### src/rtl/puf_resp_ctrl.sv
// puf_resp_ctrl: windowed ring-oscillator pair comparator. For each response
// bit it selects an oscillator pair from the challenge seed, waits for the
// pair to settle, counts synchronized rising edges of both over a fixed
// window, and records count_a > count_b as that bit of the response.
//
// Handshake: start is a request that is accepted only while busy=0 (IDLE);
// requests made while busy are dropped. done is a one-cycle valid strobe for
// response/tie/sat/last_a/last_b, which then hold until the next accepted
// start. There is no back-pressure on done.
module puf_resp_ctrl #(
  parameter int NBITS         = 16,
  parameter int CW            = 16,
  parameter int WIN_CYCLES    = 1024,
  parameter int SETTLE_CYCLES = 8
) (
  input  logic             clk,
  input  logic             rst_n,
  input  logic             start,
  input  logic [7:0]       seed,
  input  logic             ro_a,
  input  logic             ro_b,
  output logic [3:0]       sel_a,
  output logic [3:0]       sel_b,
  output logic             ro_en,
  output logic             busy,
  output logic             done,
  output logic [NBITS-1:0] response,
  output logic             tie,
  output logic             sat,
  output logic [CW-1:0]    last_a,
  output logic [CW-1:0]    last_b
);

  typedef enum logic [2:0] {
    S_IDLE    = 3'd0,
    S_SETTLE  = 3'd1,
    S_MEASURE = 3'd2,
    S_COMPARE = 3'd3,
    S_DONE    = 3'd4
  } state_t;

  localparam int PMAX = (SETTLE_CYCLES > WIN_CYCLES) ? SETTLE_CYCLES : WIN_CYCLES;
  localparam int TW   = $clog2(PMAX + 1);
  localparam logic [CW-1:0] CMAX = {CW{1'b1}};

  // state_q is the FSM state; probe it hierarchically when debugging
  state_t          state_q, state_d;
  logic [TW-1:0]   phase_q;
  logic [4:0]      bit_q;
  logic [7:0]      seed_q;
  logic [2:0]      sync_a, sync_b;
  logic [CW-1:0]   cnt_a, cnt_b;

  logic            edge_a, edge_b;
  logic            phase_done;
  logic            last_bit;
  logic            start_acc;
  logic [3:0]      sel_nxt;

  // A zero upper nibble would make sel_b == sel_a, so it maps to key 1
  function automatic logic [3:0] key_of(input logic [7:0] s);
    return (s[7:4] == 4'h0) ? 4'h1 : s[7:4];
  endfunction

  assign edge_a     = sync_a[1] & ~sync_a[2];
  assign edge_b     = sync_b[1] & ~sync_b[2];
  assign phase_done = ((state_q == S_SETTLE)  && (phase_q == TW'(SETTLE_CYCLES - 1))) ||
                      ((state_q == S_MEASURE) && (phase_q == TW'(WIN_CYCLES - 1)));
  assign last_bit   = (bit_q == 5'(NBITS - 1));
  assign start_acc  = (state_q == S_IDLE) && start;
  assign sel_nxt    = seed_q[3:0] + bit_q[3:0] + 4'd1;

  // State register
  always_ff @(posedge clk or posedge rst_n) begin
    if (rst_n) state_q <= S_IDLE;
    else       state_q <= state_d;
  end

  // Next-state logic
  always_comb begin
    state_d = state_q;
    case (state_q)
      S_IDLE:    if (start) state_d = S_SETTLE;
      S_SETTLE:  if (phase_done) state_d = S_MEASURE;
      S_MEASURE: if (phase_done) state_d = S_COMPARE;
      S_COMPARE: state_d = last_bit ? S_DONE : S_SETTLE;
      S_DONE:    state_d = S_IDLE;
      default:   state_d = S_IDLE;
    endcase
  end

  // Moore outputs decoded from state
  always_comb begin
    busy  = 1'b0;
    ro_en = 1'b0;
    done  = 1'b0;
    case (state_q)
      S_SETTLE, S_MEASURE, S_COMPARE: begin
        busy  = 1'b1;
        ro_en = 1'b1;
      end
      S_DONE:  done = 1'b1;
      default: ;
    endcase
  end

  // Two-FF synchronizers plus an edge-detect stage for each oscillator
  always_ff @(posedge clk or posedge rst_n) begin
    if (rst_n) begin
      sync_a <= 3'b000;
      sync_b <= 3'b000;
    end else begin
      sync_a <= {sync_a[1:0], ro_a};
      sync_b <= {sync_b[1:0], ro_b};
    end
  end

  // Phase timer for SETTLE/MEASURE, bit index, latched seed and mux selects
  always_ff @(posedge clk or posedge rst_n) begin
    if (rst_n) begin
      phase_q <= '0;
      bit_q   <= '0;
      seed_q  <= '0;
      sel_a   <= '0;
      sel_b   <= '0;
    end else begin
      if (((state_q == S_SETTLE) || (state_q == S_MEASURE)) && !phase_done)
        phase_q <= phase_q + TW'(1);
      else
        phase_q <= '0;
      if (start_acc) begin
        bit_q  <= '0;
        seed_q <= seed;
        sel_a  <= seed[3:0];
        sel_b  <= seed[3:0] ^ key_of(seed);
      end else if ((state_q == S_COMPARE) && !last_bit) begin
        bit_q  <= bit_q + 5'd1;
        sel_a  <= sel_nxt;
        sel_b  <= sel_nxt ^ key_of(seed_q);
      end
    end
  end

  // Saturating edge counters, live only during MEASURE and zero otherwise
  always_ff @(posedge clk or posedge rst_n) begin
    if (rst_n) begin
      cnt_a <= '0;
      cnt_b <= '0;
    end else if (state_q == S_MEASURE) begin
      if (edge_a && (cnt_a != CMAX)) cnt_a <= cnt_a + CW'(1);
      if (edge_b && (cnt_b != CMAX)) cnt_b <= cnt_b + CW'(1);
    end else begin
      cnt_a <= '0;
      cnt_b <= '0;
    end
  end

  // Result registers: cleared on accepted start, updated in COMPARE
  always_ff @(posedge clk or posedge rst_n) begin
    if (rst_n) begin
      response <= '0;
      tie      <= 1'b0;
      sat      <= 1'b0;
      last_a   <= '0;
      last_b   <= '0;
    end else if (start_acc) begin
      response <= '0;
      tie      <= 1'b0;
      sat      <= 1'b0;
    end else begin
      if ((state_q == S_MEASURE) &&
          ((edge_a && (cnt_a == CMAX)) || (edge_b && (cnt_b == CMAX))))
        sat <= 1'b1;
      if (state_q == S_COMPARE) begin
        response <= response | (NBITS'(cnt_a > cnt_b) << bit_q);
        if (cnt_a == cnt_b) tie <= 1'b1;
        last_a   <= cnt_a;
        last_b   <= cnt_b;
      end
    end
  end

endmodule

### config.mk
export PLATFORM = sky130hd
export DESIGN_NAME = puf_resp_ctrl
export DESIGN_NICKNAME = d
export VERILOG_FILES = /design/src/rtl/puf_resp_ctrl.sv
export SDC_FILE = /design/constraint.sdc
export NUM_CORES = 1
export LEC_CHECK = 0
export CAP_MARGIN = 5
export CORE_MARGIN = 1.5
export CORE_UTILIZATION = 30
export DETAILED_ROUTE_END_ITERATION = 10
export PLACE_DENSITY = 0.57
export SYNTH_ARGS = -nofsm -noshare
export SYNTH_HDL_FRONTEND = slang
export SYNTH_SLANG_ARGS = --single-unit
### constraint.sdc
create_clock -name clk -period 5.8 [get_ports clk]
set_input_delay 1.16 -clock clk [delete_from_list [all_inputs] [get_ports clk]]
set_output_delay 1.16 -clock clk [all_outputs]
set_load 0.01 [all_outputs]
==> impl_metrics.json, run 1 <==
{
  "nets": 711,
  "fin_crit_sh": 0.5156,
  "ys_warn_count": 0,
  "ys_top_cells_by_area": "dfrtp_1 51%, xnor2_1 5.5%, nand2_1 5.0%",
  "leakage_nw": 3.321,
  "grt_pass1_wl_mm": 24.03,
  "wire_per_inst_um": 15.08,
  "cts_tree": "yes",
  "reg2reg_to": "response[14]",
  "diodes": 0,
  "drc": 0,
  "arrival_ns": 1.83,
  "period_needed_ns": 2.991,
  "clkLatencyLatePin_ns": 0.42,
  "crit_type": "flop to primary output",
  "r2r_slack_ns": 3.30,
  "synth_edf_count": 0,
  "overflow": 0,
  "io_buffers": 73,
  "area_growth_pct": 25.93,
  "drtPass1Iterations": 5,
  "finClkSkew_ns": 0.008532,
  "drv_cap": 0,
  "synth_top_area_cell": "dfrtp_1",
  "hp-class": "flop to flop",
  "synthesis.area_um2": 6061,
  "fin_util": 0.3883,
  "outcome": "completed",
  "antenna_found_initial": 0,
  "postCtsSetupBuffers": 0,
  "clock-root-buffer": "clkbuf_16",
  "hold_ws_ns": 0.3492,
  "synth_ff_type": "dfrtp_1",
  "drtAntennaViolNets": 0,
  "yosysSeqAreaShare": 0.5078,
  "drv_slew": 0,
  "synth-async-reset-ratio": 1.000,
  "die_w_um": 145.1,
  "drive_above_1_share": 0.09475,
  "synth_most_common_cell": "dfrtp_1",
  "worst_pin_slew_ns": 1.005,
  "critical_path.startpoint_type": "flop",
  "ctsHoldBuffers": 0,
  "cp_max_fo": 10,
  "r2r_start": "cnt_b[14]",
  "routed-via-count": 4491,
  "crit_end": "done",
  "setup_viol": 0,
  "die_area_um2": 21060,
  "routabilityCongestion": 0.7737,
  "dp_hpwl_mm": 9.885,
  "power.density_nw_per_um2": 306.0,
  "vdd_drop_max_mv": 0.1843,
  "required_ns": 4.64,
  "track_usage": 0.1421,
  "cts_resized": 0,
  "syn-instance-count": 603,
  "ioPinCount": 74,
  "tns_ns": 0,
  "die_h_um": 145.1,
  "clkSlewWorstSetupHoldPaths_ns": 0.06,
  "synth_top_area_share": 0.5078,
  "slew_headroom": 0.3279,
  "power_w": 0.002335,
  "core_area_um2": 19650,
  "grt_max_degree": 56,
  "wl_mm": 14.34,
  "initial_utilization": 0.3084,
  "end_kind": "primary output",
  "grt_pass1_vias": 4497,
  "crit_start": "state_q[0]",
  "syn_nets": 641,
  "cts_made_buffers": 17,
  "reg2reg_depth": 7,
  "rsz0062_at_grt": "no",
  "cts_buffer_depth": 2,
  "drt_iter0_drc": 325,
  "hold_viol_final": 0,
  "ys_types": 62,
  "cts.sinks": 123,
  "cts_max_level": 4,
  "syn_area_per_cell_um2": 10.05,
  "avgViaCountPerCell": 4.722,
  "num_rows": 51,
  "ys_seq_elements": 123,
  "max_freq_ghz": 0.3344,
  "synth_common_cells": "123 x dfrtp_1, 81 x nand2_1, 60 x nor2_1"
}
## flip-flops by register name, summed over array words and instances, names as in the netlist, 5 cells and up
| signal | count |
|---|---|
| last_b | 16 |
| last_a | 16 |
| cnt_b | 16 |
| seed_q | 8 |
| phase_q | 11 |
| response | 16 |
| bit_q | 5 |
| cnt_a | 16 |
## final cells by class
class                      instances  area [um2]
timing repair buffer              76       753.2
tap                              265       331.6
multi-input combinational        421        2735
sequential                       123        3078
fill                            2019       12020
inverter                          34       130.1
clock inverter                     8       82.58
clock buffer                      24       521.8
## how the worst min path moves through the flow
stage	startpoint	endpoint	slack (ns)	cells after the start
floorplan	sync_a[0]	sync_a[1]	0.33	0
global placement	sync_b[0]	sync_b[1]	0.33	0
detailed placement	sync_b[0]	sync_b[1]	0.34	0
CTS	sync_b[0]	sync_b[1]	0.35	0
global route	sync_b[0]	sync_b[1]	0.36	0
finish	sync_a[0]	sync_a[1]	0.35	0
## where the power goes
group | internal [W] | switching [W]
combinational | 0.000116 | 0.000192
clock | 0.000670 | 0.000386
sequential | 0.000903 | 0.0000700
total | 0.00169 | 0.000648
## cells in the final DEF (no fill, tap or decap), drive strengths merged, types with 13 or more instances in the layout
| master | instances |
|---|---|
| nand3 | 14 |
| clkdlybuf4s50 | 73 |
| xnor2 | 38 |
| nor2 | 61 |
| nand2 | 81 |
| nand4 | 13 |
| mux2 | 13 |
| a21oi | 19 |
| o21ai | 38 |
| dfrtp | 123 |
| inv | 34 |
| nor3 | 23 |
| clkbuf | 24 |
| ha | 24 |
| nor4 | 18 |
## kinds of logic (layout without fill, tap and decap cells)
kind of cell,count (synthesis),in the layout,share of synthesized area
muxes,14,14,0.02581
and+or+nand+nor,245,245,0.2040
xor gates and xnor gates,47,47,0.07019
buffers and inverters,59,142,0.04232
adders and majority gates,25,25,0.05285
DFF,123,123,0.5078
AOI/OAI and AO/OA,90,90,0.09703
## metal layers
| layer | wire [um] | track usage | part of all wire | vias up |
|---|---|---|---|---|
| li1 | - | - | - | 2226 |
| met1 | 6832 | 0.1863 | 0.48 | 2193 |
| met2 | 6898 | 0.2299 | 0.48 | 62 |
| met3 | 492 | 0.03711 | 0.034 | 10 |
| met4 | 116 | 0.04235 | 0.0081 | 0 |
| met5 | 0 | 0 | 0 | - |
## worst max-delay path: stages, from the launching register on
cell and delay (ns):
dfrtp_1 0.51, nor2_1 0.23, and2_1 0.15, clkdlybuf4s50_1 0.54
## per-stage QoR
stage / cells / setup WS [ns] / cell area, um2
global route: 951 / 2.711 / 7632
CTS: 951 / 2.794 / 7632
finish: 951 / 2.809 / 7632
detailed placement: 919 / 2.830 / 7028
global placement: 919 / 2.810 / 7028
floorplan: 603 / 1.369 / 6061
(Power assumes the default switching activity.)
==> inputs of run 2 (changes only) <==
==> constraint.sdc (replaced) <==
create_clock -name clk -period 3.1 [get_ports clk]
set_input_delay 0.62 -clock clk [delete_from_list [all_inputs] [get_ports clk]]
set_output_delay 0.62 -clock clk [all_outputs]
set_load 0.01 [all_outputs]
==> run 2 against run 1 <==
Against the previous run:
- clock skew up 0.0072 ns
- sequential share of layout area down 0.43 points
- count of clock-buffer cells in the layout up 1
- global-route usage up 0.17 points
- hold slack better by 0.0017 ns
- sequential cell count unchanged
==> impl_metrics.json, run 2 (synthesis gave the netlist of run 1 again) <==
{
  "reg2reg_depth": 7,
  "power_frac_comb": 0.130,
  "reg2reg_to": "response[4]",
  "clkSlewWorstSetupHoldPaths_ns": 0.05,
  "die_w_um": 145.1,
  "r2r_slack_ns": 0.76,
  "io_buffers": 73,
  "slowest_delay_ns": 0.53,
  "leakage_nw": 3.369,
  "outcome": "completed",
  "fin_util": 0.3925,
  "clkLatencyLatePin_ns": 0.42,
  "num_rows": 51,
  "crit_type": "flop to primary output",
  "ioPinCount": 74,
  "multi_input_comb_area_um2": 2735,
  "hold_viol_final": 0,
  "fin_crit_sh": 0.7983,
  "slew_headroom": 0.4383,
  "arrival_ns": 1.85,
  "cts.sinks": 123,
  "grt_pass1_vias": 4559,
  "cp_max_fo": 10,
  "worst_pin_slew_ns": 0.8390,
  "diodes": 0,
  "min_from": "sync_a[0]",
  "drv_cap": 0,
  "drtAntennaViolNets": 0,
  "vdd_drop_max_mv": 0.3875,
  "cts_max_level": 4,
  "setup_viol": 0,
  "core_area_um2": 19650,
  "routed-via-count": 4507,
  "layout_commonest_cell": "dfrtp_1",
  "internal_power_w": 0.003296,
  "drt_iter0_drc": 311,
  "dp_hpwl_mm": 10.25,
  "area_growth_pct": 27.29,
  "register_area_um2": 3078,
  "power.density_nw_per_um2": 581.8,
  "mostFrequentLayoutCells": "123 x dfrtp_1, 81 x nand2_1, 73 x clkdlybuf4s50_1, 60 x nor2_1, 38 x xnor2_1",
  "path_cells": "nor2_1 -> and2_1 -> clkdlybuf4s50_1",
  "critical_path.startpoint_type": "flop",
  "track_usage": 0.1438,
  "avgViaCountPerCell": 4.719,
  "drive_above_1_share": 0.09710,
  "cts_resized": 0,
  "finClkSkew_ns": 0.01576,
  "drc": 0,
  "nets": 716,
  "seq_power_share": 0.404,
  "cts_buffer_depth": 2,
  "clkPwrFrac": 0.466,
  "max_freq_ghz": 0.4041,
  "power_w": 0.004488,
  "min_to": "sync_a[1]",
  "finalInstanceArea_um2": 7715,
  "grt_pass1_wl_mm": 24.25,
  "cts_tree": "yes",
  "ctsHoldBuffers": 0,
  "routabilityCongestion": 0.8023,
  "wire_per_inst_um": 15.17,
  "drv_slew": 0,
  "min_delay_path_depth": 0,
  "grt_max_degree": 53,
  "antenna_found_initial": 0,
  "p_switching_w": 0.001192,
  "overflow": 0,
  "die_h_um": 145.1,
  "cpMaxStageDelayCell": "clkdlybuf4s50_1",
  "die_area_um2": 21060,
  "hp-class": "flop to flop",
  "period_needed_ns": 2.475,
  "initial_utilization": 0.3084,
  "postCtsSetupBuffers": 0,
  "rsz0062_at_grt": "no",
  "swShare": 0.2657,
  "tns_ns": 0,
  "required_ns": 2.48,
  "drtPass1Iterations": 4,
  "clock-root-buffer": "clkbuf_16",
  "wl_mm": 14.49,
  "cts_made_buffers": 17,
  "n_fill_cell": 2021,
  "r2r_start": "cnt_b[14]",
  "end_kind": "primary output",
  "place_area_um2": 7092
}
==> run 2: final cells by class <==
cell class,instances,area share
Inverter,34,0.01703
Multi-Input combinational cell,421,0.3545
Sequential cell,123,0.3990
Clock inverter,6,0.01395
Tap cell,265,0.04298
Clock buffer,25,0.06682
Timing Repair Buffer,81,0.1057
==> run 2: routing by layer <==
metal	GRT usage	up-vias	wire (um)
met5	0	-	0
met4	0.03776	0	117
met3	0.03711	10	495
met2	0.2349	70	6989
met1	0.1889	2192	6885
li1	-	2235	-
==> run 2: power groups by stage <==
stage	registers [W]	clock network, W	logic [W]
3_5_place_dp	0.00184	0	0.000585
6_report	0.00182	0.00209	0.000582
5_1_grt	0.00183	0.00220	0.000660
4_1_cts	0.00182	0.00213	0.000589
3_3_place_gp	0.00184	0	0.000583
2_1_floorplan	0.00181	0	0.000421
==> run 2: worst max-delay path by stage <==
stage,start,endpoint,depth (start not counted)
after detailed placement,cnt_b[14],response[14],7
after CTS,state_q[0],done,3
final,state_q[0],done,3
after floorplan,rst_n,bit_q[0],1
after global routing,cnt_b[14],response[14],7
after global placement,cnt_a[14],response[4],6
==> run 2: through the flow <==
stage | hold WS [ns] | std cells | setup slack [ns]
final | 0.3509 | 955 | 0.6254
after global routing | 0.3649 | 955 | 0.5059
after CTS | 0.3519 | 955 | 0.5862
after detailed placement | 0.3394 | 924 | 0.7896
after global placement | 0.3363 | 924 | 0.8307
after floorplan | 0.3312 | 603 | 0.9687
==> run 2: critical path, delay by kind of cell (launching register included) <==
| kind | cells | cell delay [ns] |
|---|---|---|
| AND/OR/NAND/NOR | 2 | 0.41 |
| flip-flops | 1 | 0.51 |
| buffers and inverters | 1 | 0.53 |
==> inputs of run 3 (changes only) <==
--- a/config.mk
+++ b/config.mk
@@ -9,7 +9,7 @@
 export CORE_MARGIN = 1.5
 export CORE_UTILIZATION = 30
 export DETAILED_ROUTE_END_ITERATION = 10
-export PLACE_DENSITY = 0.57
+export PLACE_DENSITY = 0.59
 export SYNTH_ARGS = -nofsm -noshare
 export SYNTH_HDL_FRONTEND = slang
 export SYNTH_SLANG_ARGS = --single-unit
==> constraint.sdc (replaced) <==
create_clock -name clk -period 2 [get_ports clk]
set_input_delay 0.4 -clock clk [delete_from_list [all_inputs] [get_ports clk]]
set_output_delay 0.4 -clock clk [all_outputs]
set_load 0.01 [all_outputs]
==> run 3 against run 2 <==
Against the previous run:
- the flow now finishes with violations (negative setup slack)
- first-iteration DRC count fell by 6.4%
- clock skew shrank 0.0078 ns
- highest routed layer unchanged
- via count grew 7.8%
- routed wire length increased by 7.3%
- largest cell class unchanged
- largest power group unchanged
==> impl_metrics.json, run 3 (synthesis gave the netlist of run 1 again) <==
{
  "hp-class": "flop to flop",
  "drtPass1Iterations": 4,
  "diodes": 0,
  "drv_cap": 0,
  "track_usage": 0.1462,
  "avgViaCountPerCell": 4.688,
  "crit_end": "response[11]",
  "drc": 0,
  "overflow": 0,
  "worst_pin_slew_ns": 0.5734,
  "fin_util": 0.4365,
  "antenna_found_initial": 0,
  "grt_pass1_vias": 4791,
  "clkSlewWorstSetupHoldPaths_ns": 0.05,
  "end_kind": "flop",
  "io_buffers": 73,
  "cts_buffer_depth": 2,
  "cp_max_fo": 5,
  "hold_ws_ns": 0.3473,
  "period_needed_ns": 2.068,
  "crit_type": "flop to flop",
  "wl_mm": 15.55,
  "drt_iter0_drc": 291,
  "critical_path.startpoint_type": "flop",
  "routabilityCongestion": 0.8281,
  "crit_family": "simple AND/OR/NAND/NOR gates",
  "r2r_start": "cnt_b[13]",
  "core_area_um2": 19650,
  "dp_hpwl_mm": 10.47,
  "n_fill_cell": 1910,
  "layout_commonest_cell": "dfrtp_1",
  "cts_made_buffers": 17,
  "routed-via-count": 4857,
  "grt_max_degree": 79,
  "outcome": "finished with violations",
  "die_w_um": 145.1,
  "reg2reg_depth": 8,
  "slowest_delay_ns": 0.61,
  "finClkSkew_ns": 0.007925,
  "drv_slew": 0,
  "cts_max_level": 4,
  "final_cells": 1036,
  "initial_utilization": 0.3084,
  "fin_crit_sh": 1.034,
  "nets": 797,
  "clkLatencyLatePin_ns": 0.42,
  "area_growth_pct": 41.56,
  "violations": "negative setup slack",
  "cp.depth": 8,
  "arrival_ns": 2.36,
  "cts_tree": "yes",
  "mostFrequentLayoutCells": "119 x dfrtp_1, 81 x nand2_1, 81 x buf_4, 71 x clkdlybuf4s50_1, 55 x nor2_1",
  "hold_viol_final": 0,
  "path_cells": "inv_2 -> ha_4 -> nand4_1 -> buf_6 -> nor3_4 -> or4_4 -> nor2_1 -> o21ai_0",
  "required_ns": 2.29,
  "die_h_um": 145.1,
  "clock-root-buffer": "clkbuf_16",
  "critical_path_buf_inv_count": 2,
  "drtAntennaViolNets": 0,
  "num_rows": 51,
  "slew_headroom": 0.6178,
  "rsz0062_at_grt": "yes",
  "setup_viol": 15,
  "tns_ns": -0.6795,
  "setup_ws_ns": -0.06790,
  "wire_per_inst_um": 15.01,
  "grt_pass1_wl_mm": 24.58,
  "cpMaxStageDelayCell": "or4_4",
  "reg2reg_to": "response[11]",
  "die_area_um2": 21060,
  "max_freq_ghz": 0.4836,
  "crit_start": "cnt_b[13]",
  "cts.sinks": 123,
  "place_area_um2": 7587,
  "placed_cells": 990,
  "drive_above_1_share": 0.2425,
  "power.density_nw_per_um2": 891.5,
  "leakage_nw": 3.819,
  "finalInstanceArea_um2": 8579,
  "vdd_drop_max_mv": 0.5092,
  "ioPinCount": 74,
  "r2r_slack_ns": -0.07
}
## run 3: cell count changes in the layout (fill, tap and decap cells not counted), sizes merged
| cell | change |
|---|---|
| dlygate4sd2 | +2 |
| or4 | +1 |
| o41a | +1 |
| clkinvlp | -1 |
| buf | +79 |
| clkdlybuf4s50 | -2 |
| bufinv | +1 |
## run 3: how the worst min path moves through the flow
stage                     end  cells after the start  startpoint
global route        sync_b[1]                      0   sync_b[0]
global placement    sync_a[1]                      0   sync_a[0]
CTS                 sync_b[1]                      0   sync_b[0]
detailed placement  sync_b[1]                      0   sync_b[0]
finish              sync_b[1]                      0   sync_b[0]
floorplan           sync_a[1]                      0   sync_a[0]
## run 3: metrics by stage
step	setup slack, ns	power, W
floorplan	0.008389	0.003450
global placement	-0.1133	0.003974
detailed placement	-0.1687	0.003992
CTS	-0.09016	0.007430
global route	-0.1836	0.007986
finish	-0.06790	0.007649
## run 3: cell type report
type | instances | area (um2) | share of cell area
clock buffer | 25 | 525.5 | 0.06125
multi-input combinational | 423 | 2957 | 0.3446
timing repair buffer | 160 | 1421 | 0.1657
inverter | 34 | 131.4 | 0.01531
tap | 265 | 331.6 | 0.03865
sequential | 123 | 3083 | 0.3593
clock inverter | 6 | 130.1 | 0.01517
## run 3: timing repair
action	in CTS	in global routing
pin swaps	4	27
endpoints found under the setup margin	19	27
setup buffers	3	10
hold buffers	0	0
cloned	0	3
resized for setup	17	44
## run 3: power breakdown
part	total [W]	switching, W	internal, W
Combinational	0.00156	0.000895	0.000664
Sequential	0.00270	0.0000843	0.00262
Clock	0.00339	0.00108	0.00231
Total	0.00765	0.00206	0.00559
## run 3: metal layers
layer  vias up  GRT usage  part of all wire
met3        20    0.04057             0.039
met5         -          0                 0
li1       2400          -                 -
met1      2352     0.1863              0.45
met4         0    0.04082             0.019
met2        85     0.2423              0.49
